## config.mk

```make
export PLATFORM = sky130hd
export DESIGN_NAME = control_sequencer
export DESIGN_NICKNAME = d
export VERILOG_FILES = /design/src/rtl/control_sequencer_pkg.sv /design/src/rtl/control_sequencer_decode.sv /design/src/rtl/control_sequencer.sv
export SDC_FILE = /design/constraint.sdc
export NUM_CORES = 1
export LEC_CHECK = 0
export ABC_CLOCK_PERIOD_IN_PS = 3750
export CAP_MARGIN = 0
export CORE_UTILIZATION = 29
export DETAILED_ROUTE_END_ITERATION = 6
export HOLD_SLACK_MARGIN = 0.15
export PLACE_DENSITY = 0.67
export SYNTH_ARGS = -nofsm -noshare
export SYNTH_HDL_FRONTEND = slang
export SYNTH_HIERARCHICAL = 1
export SYNTH_SLANG_ARGS = --single-unit
```

## constraint.sdc

```tcl
create_clock -name clock -period 3.75 [get_ports clock]
set_clock_uncertainty 0.2 [all_clocks]
set_input_delay 1.125 -clock clock [delete_from_list [all_inputs] [get_ports clock]]
set_output_delay 1.125 -clock clock [all_outputs]
set_load 0.01 [all_outputs]
```

## src/rtl/control_sequencer_pkg.sv

```systemverilog
// control_sequencer_pkg
//   Opcode constants, ALU codes, FSM state encodings, the instruction-class
//   enum and the packed control-strobe record shared by the sequencer files.
package control_sequencer_pkg;

   localparam int OPW  = 5;
   localparam int ALUW = 5;
   localparam int ST_W = 5;

   localparam logic [OPW-1:0] OP_LD   = 5'b00000;
   localparam logic [OPW-1:0] OP_LDI  = 5'b00001;
   localparam logic [OPW-1:0] OP_ST   = 5'b00010;
   localparam logic [OPW-1:0] OP_ADD  = 5'b00011;
   localparam logic [OPW-1:0] OP_SUB  = 5'b00100;
   localparam logic [OPW-1:0] OP_AND  = 5'b00101;
   localparam logic [OPW-1:0] OP_OR   = 5'b00110;
   localparam logic [OPW-1:0] OP_ADDI = 5'b01100;
   localparam logic [OPW-1:0] OP_ANDI = 5'b01101;
   localparam logic [OPW-1:0] OP_ORI  = 5'b01110;
   localparam logic [OPW-1:0] OP_BR   = 5'b10010;
   localparam logic [OPW-1:0] OP_JR   = 5'b10011;
   localparam logic [OPW-1:0] OP_JAL  = 5'b10100;
   localparam logic [OPW-1:0] OP_IN   = 5'b10101;
   localparam logic [OPW-1:0] OP_OUT  = 5'b10110;
   localparam logic [OPW-1:0] OP_NOP  = 5'b11010;
   localparam logic [OPW-1:0] OP_HALT = 5'b11011;

   localparam logic [ALUW-1:0] ALU_ADD = 5'b00011;
   localparam logic [ALUW-1:0] ALU_AND = 5'b00101;
   localparam logic [ALUW-1:0] ALU_OR  = 5'b00110;

   localparam logic [ST_W-1:0] S_RESET = 5'd0;
   localparam logic [ST_W-1:0] S_T0    = 5'd1;
   localparam logic [ST_W-1:0] S_T1    = 5'd2;
   localparam logic [ST_W-1:0] S_T2    = 5'd3;
   localparam logic [ST_W-1:0] S_T3    = 5'd4;
   localparam logic [ST_W-1:0] S_T4    = 5'd5;
   localparam logic [ST_W-1:0] S_T5    = 5'd6;
   localparam logic [ST_W-1:0] S_T6    = 5'd7;
   localparam logic [ST_W-1:0] S_T7    = 5'd8;
   localparam logic [ST_W-1:0] S_HALT  = 5'd9;

   typedef enum logic [3:0] {
      C_LD, C_LDI, C_ST, C_ALU_R, C_ALU_I, C_BR, C_JR,
      C_JAL, C_IN, C_OUT, C_NOP, C_HALT, C_ILL
   } instr_class_e;

   typedef struct packed {
      logic            pc_out;
      logic            inc_pc;
      logic            pc_in;
      logic            mar_in;
      logic            mdr_in;
      logic            mdr_out;
      logic            ir_in;
      logic            y_in;
      logic            gra;
      logic            grb;
      logic            grc;
      logic            r_in;
      logic            r_out;
      logic            ba_out;
      logic            c_out;
      logic            r15_in;
      logic            zlo_in;
      logic            zmux_en;
      logic            zmux_out;
      logic            read;
      logic            write;
      logic            ram_en;
      logic            con_in;
      logic            out_port_en;
      logic            port_in_out;
      logic            illegal_op;
      logic [ALUW-1:0] alu_ctl;
   } ctrl_t;

endpackage

```

## src/rtl/control_sequencer_decode.sv

```systemverilog
// control_sequencer_decode
//   Combinational opcode classifier.
//   opcode      in  IR[31:27]
//   instr_class out instruction class driving the sequencer's execute steps
//   imm_alu_op  out ALU code for the immediate forms (0 otherwise)
module control_sequencer_decode
   import control_sequencer_pkg::*;
(
   input  logic [OPW-1:0]  opcode,
   output instr_class_e    instr_class,
   output logic [ALUW-1:0] imm_alu_op
);

   always_comb begin
      instr_class = C_ILL;
      imm_alu_op  = '0;
      case (opcode)
         OP_LD:                       instr_class = C_LD;
         OP_LDI:                      instr_class = C_LDI;
         OP_ST:                       instr_class = C_ST;
         OP_ADD, OP_SUB, OP_AND, OP_OR: instr_class = C_ALU_R;
         OP_ADDI: begin instr_class = C_ALU_I; imm_alu_op = ALU_ADD; end
         OP_ANDI: begin instr_class = C_ALU_I; imm_alu_op = ALU_AND; end
         OP_ORI:  begin instr_class = C_ALU_I; imm_alu_op = ALU_OR;  end
         OP_BR:                       instr_class = C_BR;
         OP_JR:                       instr_class = C_JR;
         OP_JAL:                      instr_class = C_JAL;
         OP_IN:                       instr_class = C_IN;
         OP_OUT:                      instr_class = C_OUT;
         OP_NOP:                      instr_class = C_NOP;
         OP_HALT:                     instr_class = C_HALT;
         default:                     instr_class = C_ILL;
      endcase
   end

endmodule

```

## src/rtl/control_sequencer.sv

```systemverilog
// control_sequencer
//   Hardwired Moore sequencer for the DataPath: fetch, decode, per-opcode execute.
//   clock, clear (async, active-low)   clocking / reset
//   IR, CON, stop                      instruction, branch flag, halt request
//   PCout..PortInout                   datapath / register / memory / I/O strobes
//   aluControl, run, illegal_op        ALU op, executing flag, undefined-opcode pulse
//   present_state                      current state (debug)
//
// state   | meaning
// RESET   | held while clear=0, all outputs low
// T0..T2  | fetch: PC->MAR, memory read, MDR->IR
// T3..T7  | execute steps, sequence chosen by instruction class
// HALT    | stopped, absorbing until clear=0
module control_sequencer
   import control_sequencer_pkg::*;
(
   input  logic            clock,
   input  logic            clear,
   input  logic [31:0]     IR,
   input  logic            CON,
   input  logic            stop,
   output logic            PCout,
   output logic            IncPC,
   output logic            PCin,
   output logic            MARin,
   output logic            MDRin,
   output logic            MDRout,
   output logic            IRin,
   output logic            Yin,
   output logic            Gra,
   output logic            Grb,
   output logic            Grc,
   output logic            Rin,
   output logic            Rout,
   output logic            BAout,
   output logic            Cout,
   output logic            R15in,
   output logic            ZLOin,
   output logic            ZMuxEnable,
   output logic            ZMuxOut,
   output logic            ZSelect,
   output logic            read,
   output logic            write,
   output logic            RAMenable,
   output logic            conin,
   output logic            OutPortenable,
   output logic            PortInout,
   output logic [ALUW-1:0] aluControl,
   output logic            run,
   output logic            illegal_op,
   output logic [ST_W-1:0] present_state
);

   logic [ST_W-1:0] state_q, state_d;
   logic [OPW-1:0]  opcode;
   instr_class_e    cls;
   logic [ALUW-1:0] imm_op;
   logic            last_step;
   ctrl_t           ctl;
   logic            unused_ir;

   assign opcode    = IR[31:27];
   assign unused_ir = ^IR[26:0];

   control_sequencer_decode u_decode (
      .opcode      (opcode),
      .instr_class (cls),
      .imm_alu_op  (imm_op)
   );

   always_ff @(posedge clock or negedge clear) begin
      if (!clear) state_q <= S_RESET;
      else        state_q <= state_d;
   end

   always_comb begin
      state_d   = state_q;
      last_step = 1'b0;
      case (state_q)
         S_RESET: state_d = S_T0;
         S_T0:    state_d = S_T1;
         S_T1:    state_d = S_T2;
         S_T2: begin
            if (cls == C_HALT)     state_d = S_HALT;
            else if (cls == C_NOP) last_step = 1'b1;
            else                   state_d = S_T3;
         end
         S_T3: begin
            if (cls inside {C_JR, C_IN, C_OUT, C_ILL}) last_step = 1'b1;
            else                                       state_d = S_T4;
         end
         S_T4: begin
            if (cls == C_JAL) last_step = 1'b1;
            else              state_d = S_T5;
         end
         S_T5: begin
            if (cls inside {C_LDI, C_ALU_R, C_ALU_I}) last_step = 1'b1;
            else                                      state_d = S_T6;
         end
         S_T6: begin
            if (cls == C_BR) last_step = 1'b1;
            else             state_d = S_T7;
         end
         S_T7:    last_step = 1'b1;
         S_HALT:  state_d = S_HALT;
         default: state_d = S_RESET;
      endcase
      // stop only takes effect at an instruction boundary
      if (last_step) state_d = stop ? S_HALT : S_T0;
   end

   always_comb begin
      ctl = '0;
      case (state_q)
         S_T0: begin ctl.pc_out = 1'b1; ctl.mar_in = 1'b1; ctl.inc_pc = 1'b1; end
         S_T1: begin ctl.read = 1'b1; ctl.ram_en = 1'b1; ctl.mdr_in = 1'b1; end
         S_T2: begin ctl.mdr_out = 1'b1; ctl.ir_in = 1'b1; end
         S_T3: begin
            case (cls)
               C_LD, C_LDI, C_ST: begin ctl.grb = 1'b1; ctl.ba_out = 1'b1; ctl.y_in = 1'b1; end
               C_ALU_R, C_ALU_I:  begin ctl.grb = 1'b1; ctl.r_out = 1'b1; ctl.y_in = 1'b1; end
               C_BR:  begin ctl.gra = 1'b1; ctl.r_out = 1'b1; ctl.con_in = 1'b1; end
               C_JR:  begin ctl.gra = 1'b1; ctl.r_out = 1'b1; ctl.pc_in = 1'b1; end
               C_JAL: begin ctl.pc_out = 1'b1; ctl.r15_in = 1'b1; end
               C_IN:  begin ctl.port_in_out = 1'b1; ctl.gra = 1'b1; ctl.r_in = 1'b1; end
               C_OUT: begin ctl.gra = 1'b1; ctl.r_out = 1'b1; ctl.out_port_en = 1'b1; end
               C_ILL: ctl.illegal_op = 1'b1;
               default: ;
            endcase
         end
         S_T4: begin
            case (cls)
               C_LD, C_LDI, C_ST: begin ctl.c_out = 1'b1; ctl.alu_ctl = ALU_ADD; ctl.zlo_in = 1'b1; end
               C_ALU_R: begin ctl.grc = 1'b1; ctl.r_out = 1'b1; ctl.alu_ctl = opcode; ctl.zlo_in = 1'b1; end
               C_ALU_I: begin ctl.c_out = 1'b1; ctl.alu_ctl = imm_op; ctl.zlo_in = 1'b1; end
               C_BR:    begin ctl.pc_out = 1'b1; ctl.y_in = 1'b1; end
               C_JAL:   begin ctl.gra = 1'b1; ctl.r_out = 1'b1; ctl.pc_in = 1'b1; end
               default: ;
            endcase
         end
         S_T5: begin
            case (cls)
               C_LD, C_ST: begin ctl.zmux_en = 1'b1; ctl.zmux_out = 1'b1; ctl.mar_in = 1'b1; end
               C_LDI, C_ALU_R, C_ALU_I: begin
                  ctl.zmux_en = 1'b1; ctl.zmux_out = 1'b1; ctl.gra = 1'b1; ctl.r_in = 1'b1;
               end
               C_BR: begin ctl.c_out = 1'b1; ctl.alu_ctl = ALU_ADD; ctl.zlo_in = 1'b1; end
               default: ;
            endcase
         end
         S_T6: begin
            case (cls)
               C_LD: begin ctl.read = 1'b1; ctl.ram_en = 1'b1; ctl.mdr_in = 1'b1; end
               C_ST: begin ctl.gra = 1'b1; ctl.r_out = 1'b1; ctl.mdr_in = 1'b1; end
               C_BR: if (CON) begin ctl.zmux_en = 1'b1; ctl.zmux_out = 1'b1; ctl.pc_in = 1'b1; end
               default: ;
            endcase
         end
         S_T7: begin
            case (cls)
               C_LD: begin ctl.mdr_out = 1'b1; ctl.gra = 1'b1; ctl.r_in = 1'b1; end
               C_ST: begin ctl.write = 1'b1; ctl.ram_en = 1'b1; end
               default: ;
            endcase
         end
         default: ;
      endcase
   end

   assign PCout         = ctl.pc_out;
   assign IncPC         = ctl.inc_pc;
   assign PCin          = ctl.pc_in;
   assign MARin         = ctl.mar_in;
   assign MDRin         = ctl.mdr_in;
   assign MDRout        = ctl.mdr_out;
   assign IRin          = ctl.ir_in;
   assign Yin           = ctl.y_in;
   assign Gra           = ctl.gra;
   assign Grb           = ctl.grb;
   assign Grc           = ctl.grc;
   assign Rin           = ctl.r_in;
   assign Rout          = ctl.r_out;
   assign BAout         = ctl.ba_out;
   assign Cout          = ctl.c_out;
   assign R15in         = ctl.r15_in;
   assign ZLOin         = ctl.zlo_in;
   assign ZMuxEnable    = ctl.zmux_en;
   assign ZMuxOut       = ctl.zmux_out;
   assign ZSelect       = 1'b0;   // Z path always selects ZLO
   assign read          = ctl.read;
   assign write         = ctl.write;
   assign RAMenable     = ctl.ram_en;
   assign conin         = ctl.con_in;
   assign OutPortenable = ctl.out_port_en;
   assign PortInout     = ctl.port_in_out;
   assign aluControl    = ctl.alu_ctl;
   assign illegal_op    = ctl.illegal_op;
   assign run           = (state_q != S_RESET) && (state_q != S_HALT);
   assign present_state = state_q;

endmodule

```

==> flow_metrics.py, run 1 <==
metrics = {
    "worst_setup_path": {
        "crit_path_end_kind": "output pin",
        "crit_path_start_kind": "primary input",
        "critPathArrivalTime_ns": 2.89,
        "criticalPathCategory": "in -> out",
        "critPathMaxFanout": 5,
        "required_ns": 2.42,
    },
    "status": {
        "violations": "setup timing",
        "outcome": "finished, violations left",
    },
    "yosys": {
        "synth-edff-count": 0,
        "syn_area_um2": 1257,
        "ys_top_cells_by_area": "dfrtp_1, nor2_1, a21oi_1, nand2b_1, nor3_1",
        "synthCells": 189,
        "synth_cell_types": 55,
        "synth_fa_ha_area_share_pct": 0,
        "ys_async_sr_fraction_pct": 100.0,
        "avgSynthCellArea_um2": 6.653,
        "yosysTopAreaCell": "dfrtp_1",
        "synth_top_area_share_pct": 7.960,
        "synthXorXnorAreaFrac_pct": 2.786,
        "synthSimpleGateAreaFrac_pct": 43.08,
        "synth_mux_area_share_pct": 2.388,
        "synth-compound-area-share_pct": 29.35,
        "ys_seq_area_share_pct": 7.960,
        "yosysWarnings": 6,
        "synth_ff_type": "dfrtp_1",
        "ys_ff_latch": 4,
        "synth_top_family_by_area": "simple AND/OR/NAND/NOR gates",
    },
    "timing": {
        "max_freq_mhz": 237.3,
        "fin_crit_ns": 4.213,
        "finalSetupViolCount": 29,
        "rsz0062_at_grt": "true",
        "finalHoldViolations": 0,
        "final.setup.worst_slack_ns": -0.4633,
        "fin_tns_setup_ns": -8.741,
        "fin_crit_sh_pct": 112.4,
        "slew_violations": 0,
    },
    "global_routing": {
        "grt_pass1_vias": 1788,
        "grtUsageTotal_pct": 23.86,
        "antenna_found_initial": 0,
        "grt_first_pass_wirelength_mm": 8.480,
        "grt_max_degree": 17,
        "overflow": 0,
    },
    "routing": {
        "wl_per_cell_um": 17.02,
        "drc": 0,
        "detail_route.wirelength_mm": 5.906,
        "top_layer": "met4",
        "ant_nets": 0,
        "via_per_inst": 5.452,
        "wl_met1_mm": 2.403,
        "wl_met2_mm": 3.029,
        "met3WireLength_um": 364,
        "first_pass_iters": 4,
        "via_count": 1892,
        "dr.first_iter.drc_count": 175,
    },
    "place": {
        "gp_congestion": 0.8925,
        "dpl.hpwl_mm": 3.175,
        "place_area_um2": 2078,
        "pre_cts_ws_ns": -1.233,
        "portBuffers": 44,
    },
    "cts": {
        "cts_root_buffer": "clkbuf_8",
        "cts.sinks": 4,
        "h-tree-depth": 1,
        "path_clk_slew_ns": 0.03,
        "ctsHoldBuffers": 0,
        "cts_buffer_depth": 2,
        "clkLatencyLatePin_ns": 0.22,
        "cts_buffers": 3,
        "cts_tree": "built",
    },
    "floorplan": {
        "ioPinCount": 74,
        "initial_core_util_pct": 30.77,
        "fp.dieArea_um2": 4604,
        "die_w_um": 67.85,
        "rows": 23,
        "die_y_um": 67.85,
        "core_region_area_um2": 4086,
    },
    "cells_and_area": {
        "antenna_cells": 0,
        "drive_gt1_share_pct": 64.31,
        "area_growth_pct": 109.4,
        "largest_register_ffs": 4,
        "final_area_um2": 2633,
        "fin_nets": 335,
    },
    "pwr": {
        "p_leak_nw": 1.203,
        "peakVddDrop_v": 0.0002492,
        "pwr_density_cell_nw_per_um2": 431.2,
    },
    "min_path": {
        "hp-class": "reg -> reg",
    },
    "run": {
        "max_cap_viol_count": 0,
    },
}
## where the power goes
part	switching, W	internal (W)
Combinational	0.000488	0.000472
Clock	0.0000244	0.0000687
Sequential	0.0000158	0.0000667
Total	0.000528	0.000607
## through the flow
step,cells,hold WS [ns],total power (W),util (%)
floorplan,191,0.4922,0.0005501,-
global placement,313,0.4143,0.0008877,50.86
detailed placement,313,0.4159,0.0008922,50.86
CTS,336,0.4350,0.001051,59.95
global route,347,0.4718,0.001215,64.42
finish,347,0.4358,0.001135,64.42
## cell type report
| class | count | area, µm² |
|---|---|---|
| Timing Repair Buffer | 129 | 1105 |
| Sequential cell | 4 | 100.1 |
| Tap cell | 50 | 62.56 |
| Inverter | 4 | 17.52 |
| Multi-Input combinational cell | 157 | 1306 |
| Clock buffer | 3 | 41.29 |
| Fill cell | 297 | 1454 |
## layout by cell type, fill, tap and decap left out, drive strengths merged, types with 2 or more instances in the layout
cell type,netlist,layout
o22ai,2,2
or2,3,3
dfrtp,4,4
or4b,2,2
buf,19,118
a31oi,3,3
and2,3,3
nand3,2,2
inv,4,4
a21o,3,3
a21boi,2,2
nor4bb,2,2
conb,2,4
nand2,11,11
a21oi,15,15
clkdlybuf4s50,0,10
or3,3,3
nor3b,6,6
xnor2,3,3
nor3,12,12
clkbuf,7,4
nor4b,2,2
nand2b,9,9
and3,2,2
mux2i,3,3
a211o,2,2
o21ai,11,11
nor2,22,22
nor4,2,2
a22oi,6,6
nor2b,8,8
## critical path, cell delays in order
cell and delay [ns]:
buf_6 0.09, buf_6 0.12, nor2b_4 0.18, buf_6 0.12, a22oi_2 0.06, o211ai_1 0.19, buf_4 0.21, buf_6 0.13
buf_6 0.10, a21oi_2 0.04, o21bai_2 0.19, buf_4 0.16, a21oi_2 0.04, buf_2 0.14
## cells by family (layout without fill, tap and decap cells)
logic type,after synthesis,in the layout
buf+inv,30,136
other cells,2,4
mux,3,3
simple gates,92,92
xor+xnor,4,4
compound gates,54,54
flops,4,4
## timing repair
item                                    in CTS  in global routing
gates resized for setup                    208                 34
endpoints found under the setup margin      32                 29
pin swaps                                   28                 22
setup buffers                               19                 13
gates cloned                                 1                  0
## routing by layer
| layer | track usage (%) | vias up |
|---|---|---|
| li1 | - | 880 |
| met5 | 0 | - |
| met2 | 40.97 | 100 |
| met4 | 8.594 | 0 |
| met3 | 1.333 | 12 |
| met1 | 31.28 | 900 |
## cell usage after synthesis, drive strengths merged (3+ instances only)
master / n
a21o: 3
a21oi: 15
a22oi: 6
a31oi: 3
and2: 3
buf: 19
clkbuf: 7
dfrtp: 4
inv: 4
mux2i: 3
nand2: 11
nand2b: 9
nor2: 22
nor2b: 8
nor3: 12
nor3b: 6
o21ai: 11
or2: 3
or3: 3
xnor2: 3
## worst paths after layout
| path | startpoint | cells past startpoint | end | slack, ns |
|---|---|---|---|---|
| max | IR[29] | 14 | aluControl[0] | -0.46 |
| min | present_state[3] | 2 | present_state[1] | 0.44 |
| max reg2reg | present_state[0] | 6 | present_state[3] | 1.54 |
| min reg2reg | present_state[3] | 2 | present_state[1] | 0.44 |
| max in group asynchronous | clear | 1 | present_state[3] | 2.26 |
| min in group asynchronous | clear | 1 | present_state[1] | 0.91 |
Note: power is estimated with default switching activity, not from simulation.
==> run 2: changes to the inputs <==
CORE_UTILIZATION = 35   (was 29)
MAX_ROUTING_LAYER = met4   (was unset)
PLACE_DENSITY = 0.78   (was 0.67)
REMOVE_ABC_BUFFERS = 1   (was unset)
==> flow_metrics.py, run 2 (synthesis results as in run 1) <==
metrics = {
    "cts": {
        "clkLatencyLatePin_ns": 0.25,
        "cts_root_buffer": "clkbuf_4",
        "ctsHoldBuffers": 0,
        "h-tree-depth": 1,
        "cts_tree": "built",
        "cts.sinks": 4,
        "cts_buffer_depth": 2,
        "cts_buffers": 3,
        "path_clk_slew_ns": 0.05,
    },
    "pwr": {
        "pwr_density_cell_nw_per_um2": 426.8,
        "combPwrFrac_pct": 86.2,
        "power_frac_seq_pct": 8.6,
        "intPower_w": 0.0005829,
        "peakVddDrop_v": 0.0003869,
        "p_leak_nw": 1.235,
        "p_clk_share_pct": 5.2,
        "p_sw_w": 0.0005694,
        "p_total_w": 0.001152,
        "p_sw_share_pct": 49.41,
    },
    "worst_setup_path": {
        "crit_path_end_kind": "output pin",
        "r2r_cells": 7,
        "slowest_stage": "or2_4",
        "slowest_delay_ns": 0.26,
        "path_depth": 13,
        "timing.rr.end": "present_state[1]",
        "crit_path_start_kind": "primary input",
        "crit_family": "buffers and inverters",
        "crit_chain": "buf_8 -> buf_6 -> nor2b_1 -> o21ai_1 -> o211ai_1 -> buf_4 -> or2_4 -> buf_6 -> nor2_4 -> buf_4 -> a22oi_1 -> nor2_1 -> buf_2",
        "required_ns": 2.42,
        "r2r_slack_ns": 1.17,
        "critPathArrivalTime_ns": 3.01,
        "critPathMaxFanout": 6,
        "critPathBufInv": 6,
        "r2r-start": "present_state[0]",
        "criticalPathCategory": "in -> out",
    },
    "global_routing": {
        "grtUsageTotal_pct": 30.10,
        "overflow": 0,
        "grt_first_pass_wirelength_mm": 8.369,
        "antenna_found_initial": 0,
        "grt_max_degree": 14,
        "grt_pass1_vias": 1724,
    },
    "routing": {
        "ant_nets": 0,
        "wl_per_cell_um": 19.80,
        "first_pass_iters": 5,
        "drc": 0,
        "via_count": 2023,
        "detail_route.wirelength_mm": 6.812,
        "dr.first_iter.drc_count": 236,
        "via_per_inst": 5.881,
    },
    "cells_and_area": {
        "area_growth_pct": 114.7,
        "largest_register_ffs": 4,
        "antenna_cells": 0,
        "mostFrequentLayoutCells": "buf_4, buf_6, buf_2, nor2_1, clkdlybuf4s50_1",
        "fin_nets": 336,
        "layout_commonest_cell": "buf_4",
        "drive_gt1_share_pct": 65.10,
    },
    "timing": {
        "slew_violations": 0,
        "rsz0062_at_grt": "true",
        "fin_tns_setup_ns": -8.694,
        "max_freq_mhz": 230.9,
        "fin_crit_sh_pct": 115.5,
        "fin_crit_ns": 4.330,
        "tightest_slew_ns": 0.5414,
        "relSlewSlack_pct": 63.83,
        "final.setup.worst_slack_ns": -0.5801,
        "finalSetupViolCount": 29,
        "finalHoldViolations": 0,
    },
    "place": {
        "dpl.hpwl_mm": 3.145,
        "portBuffers": 44,
        "gp_congestion": 0.9032,
    },
    "floorplan": {
        "fp.dieArea_um2": 3837,
        "rows": 21,
        "die_w_um": 61.94,
        "die_y_um": 61.94,
        "core_region_area_um2": 3390,
        "ioPinCount": 74,
        "initial_core_util_pct": 37.10,
    },
    "min_path": {
        "hold_path_end": "present_state[2]",
        "holdPathStages": 2,
        "hp-class": "reg -> reg",
        "worstHoldStart": "present_state[3]",
    },
    "status": {
        "violations": "setup timing",
        "outcome": "finished, violations left",
    },
    "run": {
        "max_cap_viol_count": 0,
    },
}
[run 2: layer usage]
metal,up-vias,global-route usage [%],part of all wire (%)
li1,884,-,-
met1,948,36.75,39
met2,153,49.39,48
met3,38,4.141,8.1
met4,0,12.70,4.2
met5,-,-,0
[run 2: power by group through the flow]
stage / Sequential (W) / Combinational, W / Clock (W)
final: 0.0000995 / 0.000993 / 0.0000594
after global routing: 0.000103 / 0.00104 / 0.0000593
after CTS: 0.0000948 / 0.000857 / 0.0000535
after detailed placement: 0.0000926 / 0.000774 / 0
after global placement: 0.0000899 / 0.000764 / 0
after floorplan: 0.000143 / 0.000336 / 0
[run 2: layout make-up]
type / instances / area, µm²
fillers: 171 / 689.4
repair buffers: 130 / 1121
clock buffers: 3 / 22.52
inverters: 4 / 20.02
multi-input cells: 157 / 1379
flip-flops and latches: 4 / 100.1
well taps: 46 / 57.56
[run 2: worst max path at each step]
stage	slack (ns)	startpoint	end
2_1_floorplan	-0.56	IR[28]	aluControl[0]
3_3_place_gp	-1.24	IR[28]	Gra
3_5_place_dp	-1.33	IR[31]	PCout
4_1_cts	-0.35	IR[28]	Cout
5_1_grt	-0.59	IR[28]	aluControl[2]
6_report	-0.58	IR[28]	aluControl[2]
[run 2: per-stage QoR]
step | std cells | hold WS (ns) | util [%] | area [µm²] | worst slack [ns]
floorplan | 165 | 0.4811 | - | 1106 | -0.5636
global placement | 308 | 0.4660 | 59.06 | 2002 | -1.243
detailed placement | 308 | 0.4834 | 59.06 | 2002 | -1.333
CTS | 329 | 0.4892 | 69.66 | 2361 | -0.3532
global route | 344 | 0.5386 | 79.66 | 2700 | -0.5935
finish | 344 | 0.5194 | 79.66 | 2700 | -0.5801
[run 2: worst register-to-register path, cell delays in order, from the launching register on]
cell,delay (ns)
dfrtp_1,0.46
or4b_1,0.75
buf_4,0.28
nor3b_1,0.25
o21ai_1,0.11
nand4_1,0.21
buf_4,0.16
nor3_1,0.05
[run 2: what timing repair did]
action                                 in CTS  in global routing
setup endpoints to repair                  30                 29
pin swaps                                  28                 29
gates cloned                                1                  1
setup buffers                              20                 16
endpoints found under the hold margin       0                  0
gates resized for setup                   223                 60
